File: src/rtl/coin_payout.sv
// Change-return controller: pays out florins first, then shillings, one hopper handshake per coin.
// Optional hopper watchdog and FAULT state are compiled in with `define PAYOUT_TIMEOUT_EN.
module coin_payout #(
    parameter int AMOUNT_W       = 4,
    parameter int PULSE_CYCLES   = 4,
    parameter int TIMEOUT_CYCLES = 1000
) (
    input  logic                clock_50MHz,
    input  logic                async_Reset,
    input  logic                payout_start,
    input  logic [AMOUNT_W-1:0] change_amount,
    input  logic                hopper_ack,
    output logic                florin_Eject,
    output logic                shilling_Eject,
    output logic                busy,
    output logic                payout_done,
    output logic [AMOUNT_W-1:0] coins_paid,
    output logic                payout_fault
);

    localparam int PW = (PULSE_CYCLES > 1) ? $clog2(PULSE_CYCLES) : 1;
    localparam logic [PW-1:0] PULSE_LAST = PW'(PULSE_CYCLES - 1);

    if (PULSE_CYCLES < 1 || TIMEOUT_CYCLES < 1) begin : g_param_check
        $error("coin_payout: PULSE_CYCLES and TIMEOUT_CYCLES must be >= 1");
    end

    typedef enum logic [2:0] {
        IDLE,
        DECIDE,
        EJECT,
        WAIT_ACK,
        DONE
`ifdef PAYOUT_TIMEOUT_EN
        , FAULT
`endif
    } state_t;

    function automatic logic [AMOUNT_W-1:0] coin_value(input logic florin);
        return florin ? AMOUNT_W'(2) : AMOUNT_W'(1);
    endfunction

    state_t              state, state_n;
    logic [AMOUNT_W-1:0] remaining, remaining_n;
    logic [AMOUNT_W-1:0] paid_n;
    logic                florin_sel, florin_sel_n;
    logic [PW-1:0]       pulse_cnt, pulse_cnt_n;
    logic                florin_n, shilling_n, busy_n, done_n;

`ifdef PAYOUT_TIMEOUT_EN
    localparam int WW = (TIMEOUT_CYCLES > 1) ? $clog2(TIMEOUT_CYCLES) : 1;
    localparam logic [WW-1:0] WD_LAST = WW'(TIMEOUT_CYCLES - 1);
    logic [WW-1:0] wd_cnt, wd_cnt_n;
    logic          fault_q, fault_n;
    assign payout_fault = fault_q;
`else
    assign payout_fault = 1'b0;
`endif

    always_ff @(posedge clock_50MHz or posedge async_Reset) begin
        if (async_Reset) begin
            state          <= IDLE;
            remaining      <= '0;
            coins_paid     <= '0;
            florin_sel     <= 1'b0;
            pulse_cnt      <= '0;
            florin_Eject   <= 1'b0;
            shilling_Eject <= 1'b0;
            busy           <= 1'b0;
            payout_done    <= 1'b0;
`ifdef PAYOUT_TIMEOUT_EN
            wd_cnt         <= '0;
            fault_q        <= 1'b0;
`endif
        end else begin
            state          <= state_n;
            remaining      <= remaining_n;
            coins_paid     <= paid_n;
            florin_sel     <= florin_sel_n;
            pulse_cnt      <= pulse_cnt_n;
            florin_Eject   <= florin_n;
            shilling_Eject <= shilling_n;
            busy           <= busy_n;
            payout_done    <= done_n;
`ifdef PAYOUT_TIMEOUT_EN
            wd_cnt         <= wd_cnt_n;
            fault_q        <= fault_n;
`endif
        end
    end

    always_comb begin
        state_n      = state;
        remaining_n  = remaining;
        paid_n       = coins_paid;
        florin_sel_n = florin_sel;
        pulse_cnt_n  = pulse_cnt;
`ifdef PAYOUT_TIMEOUT_EN
        wd_cnt_n     = wd_cnt;
        fault_n      = fault_q;
`endif
        case (state)
            IDLE: begin
                if (payout_start) begin
                    remaining_n = change_amount;
                    paid_n      = '0;
                    state_n     = DECIDE;
                end
            end
            DECIDE: begin
                if (remaining == '0) begin
                    state_n = DONE;
                end else begin
                    florin_sel_n = (remaining >= AMOUNT_W'(2));
                    pulse_cnt_n  = '0;
                    state_n      = EJECT;
                end
            end
            EJECT: begin
                if (pulse_cnt == PULSE_LAST) begin
                    state_n = WAIT_ACK;
`ifdef PAYOUT_TIMEOUT_EN
                    wd_cnt_n = '0;
`endif
                end else begin
                    pulse_cnt_n = pulse_cnt + PW'(1);
                end
            end
            WAIT_ACK: begin
                // Ack wins over a concurrent start, which is simply not looked at here.
                if (hopper_ack) begin
                    remaining_n = remaining - coin_value(florin_sel);
                    paid_n      = coins_paid + coin_value(florin_sel);
                    state_n     = DECIDE;
                end
`ifdef PAYOUT_TIMEOUT_EN
                else if (wd_cnt == WD_LAST) begin
                    fault_n = 1'b1;
                    state_n = FAULT;
                end else begin
                    wd_cnt_n = wd_cnt + WW'(1);
                end
`endif
            end
            DONE: state_n = IDLE;
`ifdef PAYOUT_TIMEOUT_EN
            FAULT: begin
                if (payout_start) begin
                    remaining_n = change_amount;
                    paid_n      = '0;
                    fault_n     = 1'b0;
                    state_n     = DECIDE;
                end
            end
`endif
            default: state_n = IDLE;
        endcase

        // Outputs are decoded from the next state so they register in step with it.
        busy_n     = (state_n == DECIDE) || (state_n == EJECT) || (state_n == WAIT_ACK);
        florin_n   = (state_n == EJECT) && florin_sel_n;
        shilling_n = (state_n == EJECT) && !florin_sel_n;
        done_n     = (state_n == DONE);
    end

endmodule

File: config.mk
export PLATFORM = sky130hd
export DESIGN_NAME = coin_payout
export DESIGN_NICKNAME = d
export VERILOG_FILES = /design/src/rtl/coin_payout.sv
export SDC_FILE = /design/constraint.sdc
export NUM_CORES = 1
export LEC_CHECK = 0
export ABC_AREA = 1
export ABC_CLOCK_PERIOD_IN_PS = 4800
export CAP_MARGIN = 20
export CORE_MARGIN = 10
export CORE_UTILIZATION = 35
export DETAILED_ROUTE_END_ITERATION = 8
export GPL_TIMING_DRIVEN = 0
export SETUP_SLACK_MARGIN = 0.2
export SLEW_MARGIN = 20
export SYNTH_ARGS = -nofsm -noshare
export SYNTH_HDL_FRONTEND = slang
export SYNTH_SLANG_ARGS = --single-unit
export TNS_END_PERCENT = 1
File: constraint.sdc
create_clock -name clock_50MHz -period 4.8 [get_ports clock_50MHz]
set_clock_uncertainty 0.2 [all_clocks]
set_input_delay 0.96 -clock clock_50MHz [delete_from_list [all_inputs] [get_ports clock_50MHz]]
set_output_delay 0.96 -clock clock_50MHz [all_outputs]
set_load 0.005 [all_outputs]
==> results of run 1 <==
## logic make-up (layout without fill, tap and decap cells)
logic type	Yosys count	after routing	share of synthesized area
flops	18	18	0.448
other cells	1	1	0.00373
fa+ha+maj	7	7	0.102
buf+inv	23	42	0.0896
compound gates	9	9	0.0572
xor+xnor	1	1	0.00871
simple gates	67	67	0.291
## path summary, 6_finish.rpt
check | from | endpoint | slack (ns) | cells after the start
min | pulse_cnt[1] | pulse_cnt[1] | 0.29 | 2
min reg2reg | pulse_cnt[1] | pulse_cnt[1] | 0.29 | 2
max reg2reg | florin_sel | remaining[2] | 2.80 | 8
max | coins_paid[2] | coins_paid[2] | 2.35 | 1
min in group asynchronous | async_Reset | coins_paid[1] | 0.84 | 2
max in group asynchronous | async_Reset | florin_sel | 3.11 | 2
## cell usage in the layout, fill, tap and decap left out
cell type / n
nand2_1: 42
inv_1: 21
dfrtp_1: 18
clkdlybuf4s50_1: 15
nand3_1: 14
nor2_1: 6
o21ai_0: 6
ha_1: 5
clkbuf_4: 3
or2_2: 2
fa_1: 2
nand3_4: 1
o21ai_4: 1
o22ai_1: 1
xnor2_1: 1
inv_2: 1
nand4_1: 1
or2_1: 1
a21oi_1: 1
buf_4: 1
conb_1: 1
clkbuf_8: 1
## cell usage after synthesis
master	count
a21oi_1	1
buf_4	1
conb_1	1
dfrtp_1	18
fa_1	2
ha_1	5
inv_1	21
inv_2	1
nand2_1	42
nand3_1	14
nand3_4	1
nand4_1	1
nor2_1	6
o21ai_0	6
o21ai_4	1
o22ai_1	1
or2_1	1
or2_2	2
xnor2_1	1
## per-layer routing
metal  share of wire  vias up
li1                -      425
met1            0.46      377
met2            0.49       10
met3           0.035        4
met4           0.017        0
met5               0        -
## worst reg2reg max path: stages (launching register included)
cell and delay, ns:
dfrtp_1 0.46, inv_1 0.15, ha_1 0.23, fa_1 0.38
or2_2 0.28, nand3_1 0.08, nand2_1 0.05, nand2_1 0.05
nand2_1 0.05
## cell type report
class	count	area, sq um
plain buffers	1	7.51
clock buffers	4	36.3
fillers	276	1530
inverters	22	82.6
multi-input cells	85	465
flip-flops and latches	18	450
well taps	31	38.8
repair buffers	15	150
## power groups by stage
stage          logic, uW  clock network [uW]  registers, uW
5_1_grt              422                 103            269
3_5_place_dp         360                   0            265
6_report             357                95.5            261
4_1_cts              364                98.6            262
2_1_floorplan        252                   0            254
3_3_place_gp         347                   0            260
## per-stage QoR
stage                     setup WS [ns]  utilization  total power [uW]
after global routing               2.30        0.446               794
after CTS                          2.34        0.446               725
final                              2.35        0.446               714
after floorplan                    2.95            -               507
after global placement             2.36        0.433               607
after detailed placement           2.36        0.433               625
## flip-flops by register name, indices dropped and copies added, names as in the netlist
| register | flops |
|---|---|
| remaining | 4 |
| pulse_cnt | 2 |
| florin_Eject | 1 |
| coins_paid | 4 |
| state | 3 |
| busy | 1 |
| shilling_Eject | 1 |
| payout_done | 1 |
| florin_sel | 1 |
==> results.md, run 1 <==
- Area delta synth->final: 22.4%
- GR Util met1: 0.0926
- Switching share of power: 0.425
- DP Cell Count: 172
- Sequential share of the synthesized area: 0.448
- CTS Root Cell: clkbuf_4
- Antenna Cells: 0
- Sink Count: 18
- M2 GR Usage: 0.143
- Vias per inst: 4.64
- Initial Utilization: 0.365
- Area leader, netlist: dfrtp_1
- Fmax: 408 MHz
- Core box area: 2760 sq um
- Synth Instances: 126
- Final Setup Violations: 0
- Post-Syn Nets: 141
- CP Cell Sequence: clkdlybuf4s50_1
- Final std cells w/o fill: 176
- Ranking of synthesized cells by area: dfrtp_1 45%, nand2_1 16%, inv_1 7.8%, nand3_1 7.0%, ha_1 6.2%
- Combinational power share: 0.500
- WP buf/inv: 1
- Post_cts resized: 0
- MaxCap Viol Count: 0
- Post-DR wirelength/cell: 11.5 microns
- Maximum vdd drop: 0.251 mV
- Sequential Power Share: 0.366
- Number of setup buffers added after CTS: 0
- Endpoint class of the critical path: output pin
- Slowest stage delay, CP: 0.54 ns
- GR Overflow Total: 0
- Yosys warns: 0
- P_int: 411 uW
- HP Class: reg2reg
- Setup tns final: 0 ns
- CTS Buf Count: 3
- Die Y: 73.6 microns
- Global-route usage over all layers: 0.0832
- Clk network pwr share: 0.134
- Port Buffers: 15
- Endpoints failing hold: 0
- CTS Buffer Depth: 2
- RSZ-0062 raised after global routing: false
- Met3 Track Usage GR: 0.0229
- Initial antenna violation count: 0
- Share of cells above drive strength 1: 0.0690
- Max H-tree Level: 1
- FP Rows: 19
- Hold_buf cts: 0
- Synth top area share: 0.448
- Worst-path fanout max: 5
- Worst path required time: 3.64 ns
- DRT iter0 DRCs: 36
- Routed Antenna Nets: 0
- # DRC: 0
- Via count: 816
- Slew headroom: 0.544
- Tmin final: 2.45 ns
- # IOs: 17
- WS Path Type: reg2out
- Clock transition at path regs: 0.12 ns
- Worst hold slack: 0.289 ns
- Status: finished, final reports clean
- Largest net degree at the start of global routing: 19
- #FFs+latches synth: 18
- Mapped Area: 1010 sq um
- CTS tree: done
- Final-report max-slew violation count: 0
- Detail Placement HPWL: 1.59 mm
- Crit-path slowest cell: clkdlybuf4s50_1
- Die Area: 5420 sq um
- Post-Route WL: 2.02 mm
- Mapped Avg Cell Area: 7.98 sq um
- Critical Path AT: 1.29 ns
- Sw Pwr: 303 uW
- Worst-Skew Late Latency: 0.30 ns
- CP top delay family: buffers and inverters
- Die X: 73.6 microns
- Startpoint types: flip-flop
- Final #Nets: 161
- Placer Congestion: 0.844
- Vias in the first global route: 843
- Pleak: 0.000660 uW
- Global-route wire length before repair: 3.64 mm
- Period utilization: 0.510
- GR peak layer: met2
- Number of detailed-route iterations in the first pass: 4
- Placed cell areas: 1190 sq um
- Distinct cells, synth: 19
- Design area: 1230 sq um
- Slew @ Worst Pin: 0.683 ns
- Cell area power density: 580 nW/um^2
No activity file was read; power rests on OpenSTA's default activity.
==> run 2: changes to the inputs <==
ABC_CLOCK_PERIOD_IN_PS = 2400   (was 4800)
clock period = 2.4 ns   (was 4.8 ns; I/O delays follow)
==> results of run 2 <==
Same layout as run 1 (identical final DEF). Status: finished, final reports clean.
Main changes from that run: setup slack after placement 2.36 ns -> 0.354 ns; setup slack after layout 2.35 ns -> 0.402 ns; start point of the critical path coins_paid[2] -> florin_sel; end point of the critical path coins_paid[2] -> remaining[2]; register-to-register setup slack 2.80 ns -> 0.40 ns; total power 714 uW -> 1430 uW; worst IR drop on VDD 0.251 mV -> 0.501 mV
==> run 3: changes to the inputs <==
ABC_CLOCK_PERIOD_IN_PS = 1780   (was 2400)
clock period = 1.78 ns   (was 2.4 ns; I/O delays follow)
==> run 3 against run 2 <==
  * Non-clock buffer count is 7 higher
  * First-iteration DRC count fell by 22%
  * Global-route usage rose by 0.20 points
  * Cell area up 7.2%
  * Critical path type is now reg2out
  * Critical endpoint is now coins_paid[0]
==> results.md, run 3 (synthesized netlist as in run 1, its figures left out) <==
- Status: finished, final reports clean
- Share of cells above drive strength 1: 0.164
- CTS Buf Count: 3
- Global-route wire length before repair: 3.72 mm
- Core box area: 2760 sq um
- Slew headroom: 0.557
- Die X: 73.6 microns
- Pleak: 0.000718 uW
- Routed Antenna Nets: 0
- Area of the multi-input gates: 493 sq um
- RSZ-0062 raised after global routing: true
- FP Rows: 19
- Largest net degree at the start of global routing: 19
- Worst-Skew Late Latency: 0.29 ns
- Vias in the first global route: 854
- Vias per inst: 4.64
- Antenna Cells: 0
- Post-layout util: 0.479
- Placer Congestion: 0.850
- Slew @ Worst Pin: 0.664 ns
- Startpoint types: flip-flop
- CP Cell Sequence: clkdlybuf4s50_1
- Tmin final: 1.71 ns
- Via count: 850
- WS Path Type: reg2out
- Max H-tree Level: 1
- WP buf/inv: 1
- Final Setup Violations: 0
- Sink Count: 18
- Reg area: 452 sq um
- Endpoint class of the critical path: output pin
- Crit-path slowest cell: clkdlybuf4s50_1
- Endpoints failing hold: 0
- CTS Root Cell: clkbuf_4
- Fmax: 586 MHz
- Initial Utilization: 0.365
- Critical Path AT: 1.15 ns
- Global-route usage over all layers: 0.0851
- Post-Route WL: 2.11 mm
- Worst path required time: 1.22 ns
- Top flop regs: coins_paid (4), remaining (4), state (3)
- CTS Buffer Depth: 2
- Slowest stage delay, CP: 0.50 ns
- Die Y: 73.6 microns
- Detail Placement HPWL: 1.66 mm
- Port Buffers: 15
- Cell area power density: 1570 nW/um^2
- Post-DR wirelength/cell: 11.5 microns
- # DRC: 0
- Final-report max-slew violation count: 0
- Worst hold slack: 0.244 ns
- MaxCap Viol Count: 0
- Most frequent cells in the layout: 42 x nand2_1, 19 x inv_1, 17 x dfrtp_1, 13 x nand3_1, 13 x clkdlybuf4s50_1
- CP top delay family: buffers and inverters
- Final #Nets: 168
- Final std cells w/o fill: 183
- CTS tree: done
- DRT iter0 DRCs: 28
- Number of detailed-route iterations in the first pass: 4
- Power Total: 2070 uW
- # IOs: 17
- Most common cell after layout, fill and taps aside: nand2_1
- DP Cell Count: 172
- Clock transition at path regs: 0.10 ns
- GR Overflow Total: 0
- Initial antenna violation count: 0
- Worst-path fanout max: 2
- Area delta synth->final: 31.2%
- Period utilization: 0.959
- # fillers: 280
- Maximum vdd drop: 0.847 mV
- Die Area: 5420 sq um
- HP Class: in2async
## run 3: final cells by class
cell class | instances | share of cell area
Timing Repair Buffer | 22 | 0.157
Multi-Input combinational cell | 85 | 0.373
Sequential cell | 18 | 0.342
Tap cell | 31 | 0.0294
Clock buffer | 4 | 0.0275
Inverter | 22 | 0.0645
Buffer | 1 | 0.00569
## run 3: layer usage
| layer | wire length, microns | vias up | global-route usage |
|---|---|---|---|
| met3 | 85 | 4 | 0.0215 |
| li1 | - | 443 | - |
| met5 | 0 | - | 0 |
| met2 | 1020 | 15 | 0.133 |
| met1 | 984 | 388 | 0.105 |
| met4 | 14 | 0 | 0.0435 |
## run 3: path summary, 6_finish.rpt
path | startpoint | end | slack, ns | cells after the start
setup / recovery | coins_paid[0] | coins_paid[0] | 0.07 | 1
hold / removal | async_Reset | florin_Eject | 0.24 | 2
setup reg to reg | florin_sel | remaining[2] | 0.08 | 8
hold reg to reg | pulse_cnt[1] | pulse_cnt[1] | 0.30 | 2
max in group asynchronous | async_Reset | florin_sel | 0.68 | 2
min in group clock_50MHz | pulse_cnt[1] | pulse_cnt[1] | 0.30 | 2
## run 3: through the flow
step           setup TNS (ns)  cell area (sq um)  worst slack [ns]
2_1_floorplan               0               1020            0.0277
3_3_place_gp           -0.267               1210           -0.0876
3_5_place_dp           -0.295               1210           -0.0941
4_1_cts                     0               1290            0.0406
5_1_grt                     0               1320            0.0108
6_report                    0               1320            0.0729
## run 3: repair_timing
item | in CTS | in global routing
hold buffers | 0 | 0
setup endpoints to repair | 12 | 16
pin swaps | 0 | 2
setup buffers | 6 | 1
gates resized for setup | 2 | 9
## run 3: power by group
group	internal, uW	switching (uW)	total [uW]
combinational	517	615	1130
sequential	570	121	691
clock	125	122	246
total	1210	858	2070
